[src/rtl/fir_coef_ctrl.sv]
// fir_coef_ctrl: coefficient configuration controller for the FIR filter.
// Collects a coefficient set over a valid/ready stream into a shadow bank,
// then swaps it atomically into the active bank and holds fir_out_valid low
// while the filter settles. Short or long sets are rejected and leave the
// active bank untouched.
//
// Ports:
//   clk, rst          clock, asynchronous active-low reset
//   cfg_valid/ready   coefficient beat handshake
//   cfg_data          signed coefficient, beat k is tap k
//   cfg_last          final beat of a set
//   coef_o            active coefficient array, index = tap
//   coef_valid        a set has been committed since reset
//   coef_update       one-cycle pulse after the active bank changes
//   fir_out_valid     coef_valid and not settling
//   busy              controller not idle
//   err               sticky error: 01 short set, 10 long set
module fir_coef_ctrl #(
  parameter int unsigned FILTER_LENGTH     = 4,
  parameter int unsigned COEFFICIENT_WIDTH = 16,
  parameter int unsigned SETTLE_CYCLES     = 1
) (
  input  logic                                clk,
  input  logic                                rst,
  input  logic                                cfg_valid,
  output logic                                cfg_ready,
  input  logic signed [COEFFICIENT_WIDTH-1:0] cfg_data,
  input  logic                                cfg_last,
  output logic signed [COEFFICIENT_WIDTH-1:0] coef_o [FILTER_LENGTH],
  output logic                                coef_valid,
  output logic                                coef_update,
  output logic                                fir_out_valid,
  output logic                                busy,
  output logic [1:0]                          err
);

  localparam int unsigned IDX_W = (FILTER_LENGTH > 1) ? $clog2(FILTER_LENGTH) : 1;
  localparam int unsigned CNT_W = $clog2(SETTLE_CYCLES + 1);
  localparam logic [IDX_W-1:0] LAST_IDX = IDX_W'(FILTER_LENGTH - 1);

  localparam logic [1:0] ERR_NONE  = 2'b00;
  localparam logic [1:0] ERR_SHORT = 2'b01;
  localparam logic [1:0] ERR_LONG  = 2'b10;

  typedef enum logic [2:0] {
    S_IDLE,
    S_LOAD,
    S_DRAIN,
    S_COMMIT,
    S_SETTLE
  } state_e;

  state_e                              state_q, state_d;
  logic [IDX_W-1:0]                    idx_q, idx_d;
  logic [CNT_W-1:0]                    cnt_q, cnt_d;
  logic signed [COEFFICIENT_WIDTH-1:0] shadow_q [FILTER_LENGTH];
  logic signed [COEFFICIENT_WIDTH-1:0] shadow_d [FILTER_LENGTH];
  logic signed [COEFFICIENT_WIDTH-1:0] active_q [FILTER_LENGTH];
  logic signed [COEFFICIENT_WIDTH-1:0] active_d [FILTER_LENGTH];
  logic [1:0]                          err_q, err_d;
  logic                                coef_valid_q, coef_valid_d;
  logic                                update_q, update_d;
  logic                                ready_q, ready_d;
  logic                                busy_q, busy_d;
  logic                                fov_q, fov_d;
  logic                                xfer;

  // State and datapath registers
  always_ff @(posedge clk or negedge rst) begin
    if (!rst) begin
      state_q      <= S_IDLE;
      idx_q        <= '0;
      cnt_q        <= '0;
      err_q        <= ERR_NONE;
      coef_valid_q <= 1'b0;
      update_q     <= 1'b0;
      ready_q      <= 1'b0;
      busy_q       <= 1'b0;
      fov_q        <= 1'b0;
      for (int i = 0; i < int'(FILTER_LENGTH); i++) begin
        shadow_q[i] <= '0;
        active_q[i] <= '0;
      end
    end else begin
      state_q      <= state_d;
      idx_q        <= idx_d;
      cnt_q        <= cnt_d;
      err_q        <= err_d;
      coef_valid_q <= coef_valid_d;
      update_q     <= update_d;
      ready_q      <= ready_d;
      busy_q       <= busy_d;
      fov_q        <= fov_d;
      shadow_q     <= shadow_d;
      active_q     <= active_d;
    end
  end

  // Next-state, datapath update and registered-output next values
  always_comb begin
    state_d      = state_q;
    idx_d        = idx_q;
    cnt_d        = cnt_q;
    err_d        = err_q;
    coef_valid_d = coef_valid_q;
    shadow_d     = shadow_q;
    active_d     = active_q;
    xfer         = cfg_valid & ready_q;

    case (state_q)
      S_IDLE: begin
        if (xfer) begin
          shadow_d[0] = cfg_data;
          idx_d       = IDX_W'(1);
          err_d       = ERR_NONE;
          if (cfg_last) begin
            if (FILTER_LENGTH == 1) state_d = S_COMMIT;
            else                    err_d   = ERR_SHORT;
          end else if (FILTER_LENGTH == 1) begin
            err_d   = ERR_LONG;
            state_d = S_DRAIN;
          end else begin
            state_d = S_LOAD;
          end
        end
      end
      S_LOAD: begin
        if (xfer) begin
          shadow_d[idx_q] = cfg_data;
          idx_d           = idx_q + IDX_W'(1);
          if (idx_q == LAST_IDX) begin
            if (cfg_last) begin
              state_d = S_COMMIT;
            end else begin
              err_d   = ERR_LONG;
              state_d = S_DRAIN;
            end
          end else if (cfg_last) begin
            err_d   = ERR_SHORT;
            state_d = S_IDLE;
          end
        end
      end
      S_DRAIN: begin
        if (xfer && cfg_last) state_d = S_IDLE;
      end
      S_COMMIT: begin
        // Whole-bank copy on a single edge keeps the swap atomic
        active_d     = shadow_q;
        coef_valid_d = 1'b1;
        cnt_d        = CNT_W'(SETTLE_CYCLES);
        state_d      = S_SETTLE;
      end
      S_SETTLE: begin
        cnt_d = cnt_q - CNT_W'(1);
        if (cnt_q == CNT_W'(1)) state_d = S_IDLE;
      end
      default: state_d = S_IDLE;
    endcase

    // Outputs are registered from the next state so they line up with it
    ready_d  = (state_d == S_IDLE) || (state_d == S_LOAD) || (state_d == S_DRAIN);
    busy_d   = (state_d != S_IDLE);
    update_d = (state_q == S_COMMIT);
    fov_d    = coef_valid_d && (state_d != S_COMMIT) && (state_d != S_SETTLE);
  end

  assign coef_o        = active_q;
  assign coef_valid    = coef_valid_q;
  assign coef_update   = update_q;
  assign fir_out_valid = fov_q;
  assign busy          = busy_q;
  assign cfg_ready     = ready_q;
  assign err           = err_q;

endmodule

[config.mk]
export PLATFORM = sky130hd
export DESIGN_NAME = fir_coef_ctrl
export DESIGN_NICKNAME = d
export VERILOG_FILES = /design/src/rtl/fir_coef_ctrl.sv
export SDC_FILE = /design/constraint.sdc
export NUM_CORES = 1
export LEC_CHECK = 0
export ABC_AREA = 1
export CORE_MARGIN = 5
export CORE_UTILIZATION = 55
export DETAILED_ROUTE_END_ITERATION = 8
export PLACE_DENSITY = 0.86
export REMOVE_ABC_BUFFERS = 1
export SKIP_LAST_GASP = 1
export SLEW_MARGIN = 20
export SYNTH_ARGS = -nofsm -noshare
export SYNTH_HDL_FRONTEND = slang
export SYNTH_SLANG_ARGS = --single-unit
[constraint.sdc]
create_clock -name clk -period 4.35 [get_ports clk]
set_clock_uncertainty 0.15 [all_clocks]
set_input_delay 0.435 -clock clk [delete_from_list [all_inputs] [get_ports clk]]
set_output_delay 0.435 -clock clk [all_outputs]
set_load 0.05 [all_outputs]
==> results of run 1 <==
-- area by class of cell --
cell class | count | area (sq um) | share of cell area
Clock buffer | 26 | 498 | 0.0710
Timing Repair Buffer | 94 | 937 | 0.134
Tap cell | 133 | 166 | 0.0237
Multi-Input combinational cell | 359 | 1620 | 0.231
Clock inverter | 6 | 105 | 0.0150
Sequential cell | 141 | 3530 | 0.503
Inverter | 43 | 161 | 0.0230
-- routing by layer --
metal,up-vias,track usage,wire length (microns),share of wire
li1,1976,-,-,-
met5,-,0,0,0
met3,26,0.0681,808,0.065
met1,2044,0.285,5170,0.42
met2,145,0.371,6160,0.50
met4,0,0.0997,230,0.019
-- path summary, 6_finish.rpt --
kind	start	endpoint	cells past startpoint
setup / recovery	coef_o[55]	coef_o[55]	1
hold / removal	coef_o[21]	coef_o[21]	2
setup reg to reg	state_q[1]	shadow_q[50]	6
hold reg to reg	coef_o[21]	coef_o[21]	2
max in group asynchronous	rst	coef_o[46]	3
min in group asynchronous	rst	shadow_q[20]	2
-- stage by stage --
step	power, mW	worst slack [ps]	hold slack (ps)	cell area (sq um)
after CTS	5.87	2020	322	7010
after global placement	4.30	1820	304	6400
final	5.85	2040	320	7020
after detailed placement	4.39	1730	308	6400
after global routing	6.18	1960	342	7020
after floorplan	3.60	2110	-10.6	5310
-- cell families (layout without fill, tap and decap cells) --
logic type,count (synthesis),after routing,synth area share
buf+inv,70,169,0.0543
flops,141,141,0.648
compound gates,90,90,0.0842
simple gates,264,264,0.202
fa+ha+maj,5,5,0.0115
-- sequential cells by signal (all words and copies together), names as in the netlist --
| register | count |
|---|---|
| cnt_q | 1 |
| shadow_q | 64 |
| err | 2 |
| state_q | 3 |
| coef_update | 1 |
| fir_out_valid | 1 |
| coef_o | 64 |
| cfg_ready | 1 |
| coef_valid | 1 |
| idx_q | 2 |
| busy | 1 |
-- power by group through the flow --
stage / Sequential, mW / Clock, mW / Combinational [mW]
floorplan: 2.88 / 0 / 0.717
global placement: 2.11 / 0 / 2.18
detailed placement: 2.13 / 0 / 2.26
CTS: 2.12 / 1.46 / 2.29
global route: 2.19 / 1.52 / 2.47
finish: 2.13 / 1.45 / 2.27
-- cell usage in the layout (no fill, tap or decap), types with 2 or more instances in the layout --
cell,Yosys,final
a21oi_1,2,2
nor3_1,2,2
nand4_1,18,18
o21ai_0,51,51
clkbuf_16,0,16
inv_2,3,3
clkbuf_8,0,7
dfrtp_1,141,141
clkinv_2,0,3
o21ai_1,35,35
nand2_2,3,4
buf_4,1,3
clkbuf_1,6,4
bufinv_16,0,3
ha_1,5,5
clkdlybuf4s50_1,0,89
nor2_1,4,4
nand2_1,230,229
inv_1,39,39
-- what timing repair did --
item,in CTS,in global routing
hold buffers,1,0
endpoints found under the setup margin,0,0
gates resized for setup,0,0
setup buffers,0,0
hold endpoints to repair,114,0
==> results.tsv, run 1 <==
metric	value	unit
Via Count	4191	
area growth from synthesis to layout	28.9	%
Starting Density	0.559	
clock buffer depth	2	
initial antenna violation count	0	
Clock Power Share	0.247	
sequential power share	0.364	
asr flop ratio synth	1.00	
Mapped Area	0.00544	sq mm
combinational share of power	0.389	
final hold viol count	0	
port bufs	90	
core area	0.00973	sq mm
vias in the first global route	4358	
Finished Core Util	0.721	
slowest CP cell	clkdlybuf4s50_1	
largest net degree at the start of global routing	116	
Placed Instances	769	
Die ar.	0.0120	sq mm
IO Count	91	
TritonCTS clock tree	done	
CP Cell Sequence	clkdlybuf4s50_1	
Routed Antenna Nets	0	
WL/cell	15.4	microns
critical path endpoint category	output pin	
worst skew pair latency	510	ps
Slew Viols, Final	0	
PwrDens	833	mW/mm^2
routability cong.	0.751	
sequential element share of the synthesized area	0.648	
Int Power	3.48	mW
TritonCTS Buffers	17	
Cells after Synth	570	
Synth top area share	0.648	
Slew @ Worst Pin	884	ps
P_sw	2.36	mW
GRT Resource Usage Total	0.228	
flip-flop and latch count after synthesis	141	
Worst path max stage delay	860	ps
# fillers	691	
R2R setup slack	2120	ps
crit-path leading delay family	buffers and inverters	
critical path class	register to output pin	
nets	681	
number of synthesized flops with an enable pin	0	
fin cells	802	
status	finished, final reports clean	
Worst Hold Class	register to register	
GRT overflow	0	
Sw Ratio	0.404	
Post-DP HPWL	7850	microns
clock slew at reported path FFs	60	ps
Tcrit/Tclk final	0.532	
H-tree depth	4	
die span in x	109	microns
Diodes inserted	0	
DR pass1 iterations	7	
Period minus WS final	2310	ps
Ys Warns	0	
synth cell count leaders	230 x nand2_1, 141 x dfrtp_1, 51 x o21ai_0	
post-synthesis cell type count	28	
Worst Path Buf+Inv	1	
WP data required	3760	ps
final setup vio count	0	
largest area contributor in the netlist	dfrtp_1	
max cap viols	0	
DRC viols	0	
crit path launch type	register	
Static Leakage	3.50	nW
count leader, synth	nand2_1	
final WL	12400	microns
CTS root buffer	clkbuf_8	
setup TNS	0	ps
initial DRC count	283	
Top FF cell, synth	dfrtp_1	
peak supply drop	0.578	mV
Avg Inst Size Synth	9.55	sq um
layout cell share with drive strength beyond 1	0.0703	
Critical Path AT	1730	ps
top cells by area, synth	dfrtp_1 65%, nand2_1 16%, o21ai_0 4.7%	
critical path fanouts, max	2	
Die Ht	109	microns
first-pass GRT wire length	20900	microns
number of clock sinks	141	
FMAX	432	MHz
via density per instance	5.23	
slew margin rel.	0.411	
FP Rows	36	
RSZ-0062 raised after global routing	false	
(Power assumes the default switching activity.)
==> run 2: changes to the inputs <==
--- a/config.mk
+++ b/config.mk
@@ -7,9 +7,9 @@
 export LEC_CHECK = 0
 export ABC_AREA = 1
 export CORE_MARGIN = 5
-export CORE_UTILIZATION = 55
+export CORE_UTILIZATION = 53
 export DETAILED_ROUTE_END_ITERATION = 8
-export PLACE_DENSITY = 0.86
+export PLACE_DENSITY = 0.84
 export REMOVE_ABC_BUFFERS = 1
 export SKIP_LAST_GASP = 1
 export SLEW_MARGIN = 20
==> constraint.sdc (replaced) <==
create_clock -name clk -period 2.3 [get_ports clk]
set_clock_uncertainty 0.15 [all_clocks]
set_input_delay 0.23 -clock clk [delete_from_list [all_inputs] [get_ports clk]]
set_output_delay 0.23 -clock clk [all_outputs]
set_load 0.05 [all_outputs]
==> run 2 against run 1 <==
  * Critical path type unchanged
  * Setup slack lost 1800 ps
  * Hold slack worse by 260 ps
  * Clock power is 92% higher
  * Largest cell class unchanged
  * Combinational power increased by 96%
  * Final cell count rose by 1.6%
  * Power grew 92%
  * Core utilization shrank 2.1 points
  * Wire length rose by 4.5%
==> results.tsv, run 2 (synthesis gave the netlist of run 1 again) <==
metric	value	unit
nets	691	
pre-CTS WS	227	ps
RSZ-0062 raised after global routing	false	
Post-DP HPWL	8500	microns
design area	0.00713	sq mm
FMAX	476	MHz
port bufs	90	
reg2reg path depth	5	
Diodes inserted	0	
slowest CP cell	clkdlybuf4s50_1	
commonest non-fill, non-tap cell in the layout	nand2_1	
initial antenna violation count	0	
Worst path max stage delay	820	ps
worst skew pair latency	510	ps
first-pass GRT wire length	22000	microns
Die ar.	0.0124	sq mm
critical path endpoint category	output pin	
CTS root buffer	clkbuf_8	
setup TNS	0	ps
Critical Path AT	1720	ps
critical path class	register to output pin	
critical path fanouts, max	2	
reg2reg end	shadow_q[16]	
number of clock sinks	141	
FP Rows	37	
Routed Antenna Nets	0	
crit path launch type	register	
most frequent cells in the layout	230 x nand2_1, 141 x dfrtp_1, 89 x clkdlybuf4s50_1	
DR pass1 iterations	5	
PwrDens	1580	mW/mm^2
DRC viols	0	
routability cong.	0.815	
GRT overflow	0	
clock slew at reported path FFs	60	ps
R2R setup slack	420	ps
Period minus WS final	2100	ps
status	finished, final reports clean	
area growth from synthesis to layout	31.1	%
largest net degree at the start of global routing	61	
Die Ht	111	microns
R2R Path Start	state_q[1]	
Setup WS post-layout	198	ps
TritonCTS Buffers	17	
peak supply drop	0.987	mV
TritonCTS clock tree	done	
Worst Path Buf+Inv	1	
Via Count	4350	
CP Cell Sequence	clkdlybuf4s50_1	
Slew Viols, Final	0	
final WL	12900	microns
Starting Density	0.534	
WL/cell	15.9	microns
die span in x	111	microns
GRT Resource Usage Total	0.221	
final hold viol count	0	
clock buffer depth	2	
WP data required	1920	ps
Placed Instances	782	
slew margin rel.	0.606	
Finished Core Util	0.700	
# fillers	749	
Slew @ Worst Pin	590	ps
layout cell share with drive strength beyond 1	0.0854	
final setup vio count	0	
fin cells	815	
crit-path leading delay family	buffers and inverters	
Static Leakage	3.55	nW
via density per instance	5.34	
Area after DPL	0.00652	sq mm
IO Count	91	
hold slack final	62.3	ps
Post-CTS Setup Inserts	0	
H-tree depth	4	
core area	0.0102	sq mm
vias in the first global route	4487	
Power Total	11.2	mW
max cap viols	0	
Tcrit/Tclk final	0.914	
initial DRC count	281	
Worst Hold Class	input pin to asynchronous set/reset pin	
==> run 2: cell count changes in the layout (fill, tap and decap cells not counted), sizes merged <==
cell	delta
clkbuf	-4
clkinvlp	+2
buf	+11
inv	+1
==> run 2: power breakdown <==
part           internal [mW]  total (mW)  switching (mW)
combinational           1.41        4.44            3.04
sequential              3.47        4.02           0.548
clock                   1.77        2.78            1.01
==> run 2: how the worst max path moves through the flow <==
stage                           from          end  depth (start not counted)
after floorplan           state_q[2]   coef_o[53]                          6
after global placement     cfg_valid  shadow_q[1]                          7
after detailed placement   cfg_valid  shadow_q[2]                          7
after CTS                 coef_o[57]   coef_o[57]                          1
after global routing      coef_o[57]   coef_o[57]                          1
final                     coef_o[57]   coef_o[57]                          1
==> run 2: cell type report <==
class	instances	area, sq um	share of cell area
Multi-Input combinational cell	359	1620	0.227
Tap cell	136	170	0.0239
Clock buffer	23	477	0.0668
Timing Repair Buffer	104	1050	0.147
Inverter	43	161	0.0226
Sequential cell	141	3530	0.495
Clock inverter	9	133	0.0186
==> run 2: repair_timing <==
action | 4_1_cts | 5_1_grt
endpoints found under the hold margin | 110 | 0
hold buffers | 1 | 0
gates resized for setup | 0 | 0
==> run 2: routing by layer <==
metal	global-route usage	routed length, microns	vias to the layer above
met2	0.363	6430	149
met1	0.276	5510	2169
met5	0	0	-
met4	0.0868	275	0
met3	0.0639	716	28
li1	-	-	2004
==> run 3: changes to the inputs <==
--- a/config.mk
+++ b/config.mk
@@ -6,6 +6,7 @@
 export NUM_CORES = 1
 export LEC_CHECK = 0
 export ABC_AREA = 1
+export CAP_MARGIN = 5
 export CORE_MARGIN = 5
 export CORE_UTILIZATION = 53
 export DETAILED_ROUTE_END_ITERATION = 8
==> results of run 3 <==
No change in the layout: final DEF, timing and power equal those of run 2.
